**config.mk**
```make
export PLATFORM = sky130hd
export DESIGN_NAME = keypad_scanner
export DESIGN_NICKNAME = d
export VERILOG_FILES = /design/src/rtl/keypad_scanner_pkg.sv /design/src/rtl/keypad_scanner_sync.sv /design/src/rtl/keypad_scanner.sv
export SDC_FILE = /design/constraint.sdc
export NUM_CORES = 1
export LEC_CHECK = 0
export CAP_MARGIN = 15
export CELL_PAD_IN_SITES_DETAIL_PLACEMENT = 2
export CELL_PAD_IN_SITES_GLOBAL_PLACEMENT = 2
export CORE_ASPECT_RATIO = 2
export CORE_MARGIN = 4
export CORE_UTILIZATION = 33
export DETAILED_ROUTE_END_ITERATION = 10
export PLACE_DENSITY_LB_ADDON = 0.2
export SLEW_MARGIN = 20
export SYNTH_ARGS = -nofsm -noshare
export SYNTH_HDL_FRONTEND = slang
export SYNTH_SLANG_ARGS = --single-unit
```
**constraint.sdc**
```tcl
create_clock -name clk -period 1.65 [get_ports clk]
set_input_delay 0.33 -clock clk [delete_from_list [all_inputs] [get_ports clk]]
set_output_delay 0.33 -clock clk [all_outputs]
set_load 0.005 [all_outputs]
```
**src/rtl/keypad_scanner_pkg.sv**
```systemverilog
// Shared definitions for the 4x4 keypad scanner.
//   state_e     : scanner FSM states
//   ROW_IDLE    : row drive pattern out of reset (row 0 low)
//   COL_NONE    : column pattern with no key pressed (pull-ups)
//   row_onecold : row index -> one-cold row drive pattern
//   lowest_col  : index of lowest-numbered low column (priority encode)
package keypad_scanner_pkg;

  typedef enum logic [1:0] {
    ST_SCAN     = 2'd0,
    ST_DEBOUNCE = 2'd1,
    ST_HELD     = 2'd2
  } state_e;

  localparam logic [3:0] ROW_IDLE = 4'b1110;
  localparam logic [3:0] COL_NONE = 4'b1111;

  function automatic logic [3:0] row_onecold(input logic [1:0] idx);
    return ~(4'b0001 << idx);
  endfunction

  // Scan downward so the lowest low column wins.
  function automatic logic [1:0] lowest_col(input logic [3:0] cols);
    logic [1:0] idx;
    idx = 2'd0;
    for (int i = 3; i >= 0; i--) begin
      if (!cols[i]) idx = 2'(i);
    end
    return idx;
  endfunction

endpackage

```
**src/rtl/keypad_scanner_sync.sv**
```systemverilog
// Two-flop synchroniser for the asynchronous keypad column inputs.
//   clk      : system clock
//   rst      : asynchronous active-high reset, flops go to all-ones (no key)
//   col_in   : raw active-low columns
//   col_sync : synchronised columns
module keypad_scanner_sync
  import keypad_scanner_pkg::*;
(
  input  logic       clk,
  input  logic       rst,
  input  logic [3:0] col_in,
  output logic [3:0] col_sync
);

  logic [3:0] meta_q;
  logic [3:0] sync_q;

  always_ff @(posedge clk or posedge rst) begin
    if (rst) begin
      meta_q <= COL_NONE;
      sync_q <= COL_NONE;
    end else begin
      meta_q <= col_in;
      sync_q <= meta_q;
    end
  end

  assign col_sync = sync_q;

endmodule

```
**src/rtl/keypad_scanner.sv**
```systemverilog
// 4x4 matrix keypad scanner. Drives one row low at a time for SCAN_DIV cycles,
// samples synchronised columns on the last cycle of each dwell, debounces a press
// over DEBOUNCE_SCANS samples and reports the key as row*4+col.
//   clk       : system clock
//   rst       : asynchronous active-high reset
//   col_in    : keypad columns, active-low, asynchronous
//   row_out   : keypad rows, one-cold
//   key_code  : last accepted key, held until the next accepted press
//   key_valid : one-cycle strobe on acceptance
//   key_held  : high from acceptance until the release is debounced
module keypad_scanner
  import keypad_scanner_pkg::*;
#(
  parameter int unsigned SCAN_DIV       = 1000,
  parameter int unsigned DEBOUNCE_SCANS = 4
) (
  input  logic       clk,
  input  logic       rst,
  input  logic [3:0] col_in,
  output logic [3:0] row_out,
  output logic [3:0] key_code,
  output logic       key_valid,
  output logic       key_held
);

  localparam int unsigned DwellW = $clog2(SCAN_DIV);
  localparam int unsigned CntW   = $clog2(DEBOUNCE_SCANS + 1);

  localparam logic [DwellW-1:0] DwellLast = DwellW'(SCAN_DIV - 1);
  localparam logic [CntW-1:0]   CntDone   = CntW'(DEBOUNCE_SCANS);

  logic [3:0] col_sync;

  keypad_scanner_sync u_sync (
    .clk      (clk),
    .rst      (rst),
    .col_in   (col_in),
    .col_sync (col_sync)
  );

  state_e            state_q, state_d;
  logic [DwellW-1:0] dwell_q, dwell_d;
  logic [1:0]        row_idx_q, row_idx_d;
  logic [1:0]        cap_col_q, cap_col_d;
  logic [CntW-1:0]   cnt_q, cnt_d;
  logic [CntW-1:0]   cnt_inc;
  logic [3:0]        row_out_q;
  logic [3:0]        key_code_q, key_code_d;
  logic              key_valid_q, key_valid_d;
  logic              key_held_q, key_held_d;

  logic       sample;
  logic       pressed;
  logic [1:0] col_idx;

  assign sample  = (dwell_q == DwellLast);
  assign pressed = (col_sync != COL_NONE);
  assign col_idx = lowest_col(col_sync);
  assign cnt_inc = cnt_q + 1'b1;

  always_comb begin
    state_d     = state_q;
    dwell_d     = sample ? '0 : dwell_q + 1'b1;
    row_idx_d   = row_idx_q;
    cap_col_d   = cap_col_q;
    cnt_d       = cnt_q;
    key_code_d  = key_code_q;
    key_valid_d = 1'b0;
    key_held_d  = key_held_q;

    // Rows only move on a sample, so every sample sees a full dwell of settling.
    if (sample) begin
      unique case (state_q)
        ST_SCAN: begin
          if (!pressed) begin
            row_idx_d = row_idx_q + 2'd1;
          end else begin
            cap_col_d = col_idx;
            if (DEBOUNCE_SCANS == 1) begin
              key_code_d  = {row_idx_q, col_idx};
              key_valid_d = 1'b1;
              key_held_d  = 1'b1;
              cnt_d       = '0;
              state_d     = ST_HELD;
            end else begin
              cnt_d   = CntW'(1);
              state_d = ST_DEBOUNCE;
            end
          end
        end

        ST_DEBOUNCE: begin
          if (pressed && (col_idx == cap_col_q)) begin
            if (cnt_inc == CntDone) begin
              key_code_d  = {row_idx_q, cap_col_q};
              key_valid_d = 1'b1;
              key_held_d  = 1'b1;
              cnt_d       = '0;
              state_d     = ST_HELD;
            end else begin
              cnt_d = cnt_inc;
            end
          end else begin
            cnt_d     = '0;
            state_d   = ST_SCAN;
            row_idx_d = row_idx_q + 2'd1;
          end
        end

        ST_HELD: begin
          // Any column in the frozen row keeps the hold alive.
          if (pressed) begin
            cnt_d = '0;
          end else if (cnt_inc == CntDone) begin
            cnt_d      = '0;
            key_held_d = 1'b0;
            state_d    = ST_SCAN;
            row_idx_d  = row_idx_q + 2'd1;
          end else begin
            cnt_d = cnt_inc;
          end
        end

        default: begin
          cnt_d   = '0;
          state_d = ST_SCAN;
        end
      endcase
    end
  end

  always_ff @(posedge clk or posedge rst) begin
    if (rst) begin
      state_q     <= ST_SCAN;
      dwell_q     <= '0;
      row_idx_q   <= 2'd0;
      cap_col_q   <= 2'd0;
      cnt_q       <= '0;
      row_out_q   <= ROW_IDLE;
      key_code_q  <= 4'd0;
      key_valid_q <= 1'b0;
      key_held_q  <= 1'b0;
    end else begin
      state_q     <= state_d;
      dwell_q     <= dwell_d;
      row_idx_q   <= row_idx_d;
      cap_col_q   <= cap_col_d;
      cnt_q       <= cnt_d;
      row_out_q   <= row_onecold(row_idx_d);
      key_code_q  <= key_code_d;
      key_valid_q <= key_valid_d;
      key_held_q  <= key_held_d;
    end
  end

  assign row_out   = row_out_q;
  assign key_code  = key_code_q;
  assign key_valid = key_valid_q;
  assign key_held  = key_held_q;

endmodule

```
==> results.toml <==
[outcome]
status = "finished with violations"
violations = "negative setup slack"

[detailed_routing]
drtIter0Drc = 27
vias = 1472
wirelength_um = 6340
wl_per_cell_um = 22.6
first_pass_iters = 4
via_per_inst = 5.26
antenna_left = 0
drc = 0

[final_layout]
ff_latch_area_um2 = 940
nFillCells = 478
fin_nets = 232
multiInputGateArea_um2 = 921
n_antenna_cell = 0
drive_gt1_frac = 0.507
area_growth_pct = 59.5
utilization = 0.545

[yosys]
yosys_most_used_dff = "dfrtp_1"
synth_warnings = 0
ys_seq_elements = 37
seq_area_frac_synth = 0.566
synth_top_area_share = 0.392
synthCells = 148
synth_edf_count = 0
synth.most_common_cell = "dfrtp_1"
synth_area_leader_cell = "dfrtp_1"
synth_nets = 158
synth_cell_type_count = 42
avgSynthCellArea_um2 = 11.2
synthArstFlopShare = 1.00
synthTopCellsByCount = "dfrtp_1 (26), nand2_1 (17), nor2_1 (13), dfstp_2 (11), o21ai_0 (9)"
synth.top_cells.by_area = "dfrtp_1 (39%), dfstp_2 (17%), nand2_1 (3.8%)"
syn_area_um2 = 1660

[critical_path]
worstRegToRegCells = 6
critical_path_class = "reg2reg"
crit_family = "simple AND/OR/NAND/NOR gates"
path_cells = "ha_2 -> nand4b_1 -> or3_4 -> a211oi_4 -> and2_4 -> mux2i_2"
slowest_delay_ns = 0.44
cp-end-kind = "flop"
start_kind = "flop"
crit_slowest_cell = "or3_4"
critPathBufInv = 0
cp.depth = 6
cp.arrival_ns = 2.23
crit_fanout = 4
worst_ep_required_time_ns = 1.87

[global_route]
grt_pass1_wl_um = 9100
grt_max_degree = 38
antenna_found_initial = 0
grt_pass1_vias = 1727
grtUsageTotal = 0.201
grt_overflow_total = 0

[power]
p_total_mw = 1.67
p_per_area_nw_per_um2 = 631
p_leak_nw = 1.15
peakVddDrop_v = 0.000553

[die]
io_pins = 16
dieArea_um2 = 6300
fp.coreArea_um2 = 4860
initial_utilization = 0.342
die_width_um = 58.2
die-height_um = 108
rows = 36

[clock_tree]
ctsHoldBuffers = 0
path_clk_slew_ns = 0.08
cts_tree = "built"
cts_made_buffers = 5
cts_buffer_depth = 2
clock_latency_ns = 0.30
cts.htree.levels = 2
numClockSinks = 37
cts-root-buf = "clkbuf_8"

[timing]
drv_slew = 0
final-setup-viol-count = 24
slew_headroom = 0.759
fmax_mhz = 497
rsz0062_at_grt = "yes"
setup_slack_ns = -0.361
worstMarginPinSlew_ns = 0.361
hold_viol = 0
timing.final.crit_share = 1.22
skew_ns = 0.0107
period_needed_ns = 2.01

[placement]
io_buffers = 15
dp_hpwl_um = 3420
gp_congestion = 0.834
dpl_worst_slack_ns = -0.295

[worst_hold_path]
hold_depth = 0
hold_path_class = "reg2reg"

[run]
max_cap_viol_count = 0
## layout by cell type, fill, tap and decap left out, drive strengths merged, types with 4 or more instances in the layout
cell type,count
xor2,4
mux2,4
inv,7
nand3,4
ha,4
and2,4
nor3,4
dfrtp,26
clkbuf,8
nand2,17
clkdlybuf4s50,12
nor2,14
o21ai,9
buf,53
dfstp,11
## sequential cells by signal, summed over array words and instances (netlist names), 3 cells and up
register,cells
dwell_q,10
key_code,4
row_out,4
u_sync.col_sync,4
u_sync.meta_q,4
cnt_q,3
## report_power, final
group	leakage, nW	switching (mW)	internal, mW	total, mW
sequential	0.465	0.00858	0.925	0.934
clock	0.0455	0.318	0.341	0.659
combinational	0.640	0.0413	0.0392	0.0805
total	1.15	0.368	1.31	1.67
## stage by stage
step | setup TNS (ns) | area (um^2) | std cells | hold WS, ns
floorplan | -0.504 | 1660 | 148 | 0.334
detailed placement | -3.23 | 2090 | 245 | 0.349
CTS | -3.10 | 2360 | 267 | 0.359
finish | -4.88 | 2650 | 280 | 0.358
global route | -8.88 | 2650 | 280 | 0.365
global placement | -1.92 | 2090 | 245 | 0.347
## area by class of cell
cell class,instances,area share
multi-input cells,103,0.347
well taps,57,0.0269
flip-flops and latches,37,0.355
clock buffers,8,0.0340
repair buffers,68,0.227
inverters,7,0.00992
## layer usage
layer / part of all wire / wire length [um] / track usage / vias to the layer above
li1: - / - / - / 668
met4: 0.027 / 168 / 0.0945 / 0
met2: 0.62 / 3920 / 0.405 / 20
met3: 0.020 / 129 / 0.0275 / 11
met1: 0.33 / 2120 / 0.184 / 773
met5: 0 / 0 / 0 / -
## timing repair
item | in CTS | in global routing
endpoints found under the setup margin | 20 | 25
gates resized for setup | 21 | 51
pin swaps | 7 | 22
buffers inserted | 14 | 19
cloned | 0 | 0
## path summary, 6_finish.rpt
kind / start / end / slack, ns
hold / removal: u_sync.meta_q[3]$_DFF_PP1_ / u_sync.col_sync[3]$_DFF_PP1_ / 0.36
min in group asynchronous: rst / dwell_q[1]$_DFF_PP0_ / 0.43
setup / recovery: dwell_q[1]$_DFF_PP0_ / row_out[1]$_DFF_PP1_ / -0.36
max in group asynchronous: rst / row_out[2]$_DFF_PP1_ / 0.95
setup reg to reg: dwell_q[1]$_DFF_PP0_ / row_out[1]$_DFF_PP1_ / -0.36
hold reg to reg: u_sync.meta_q[3]$_DFF_PP1_ / u_sync.col_sync[3]$_DFF_PP1_ / 0.36
## logic make-up after synthesis
group	after synthesis	share of synthesized area
flops	37	0.566
xor+xnor	7	0.0369
compound gates	27	0.118
buf+inv	8	0.0188
simple gates	59	0.191
mux	6	0.0392
fa+ha+maj	4	0.0301
(Power assumes the default switching activity.)
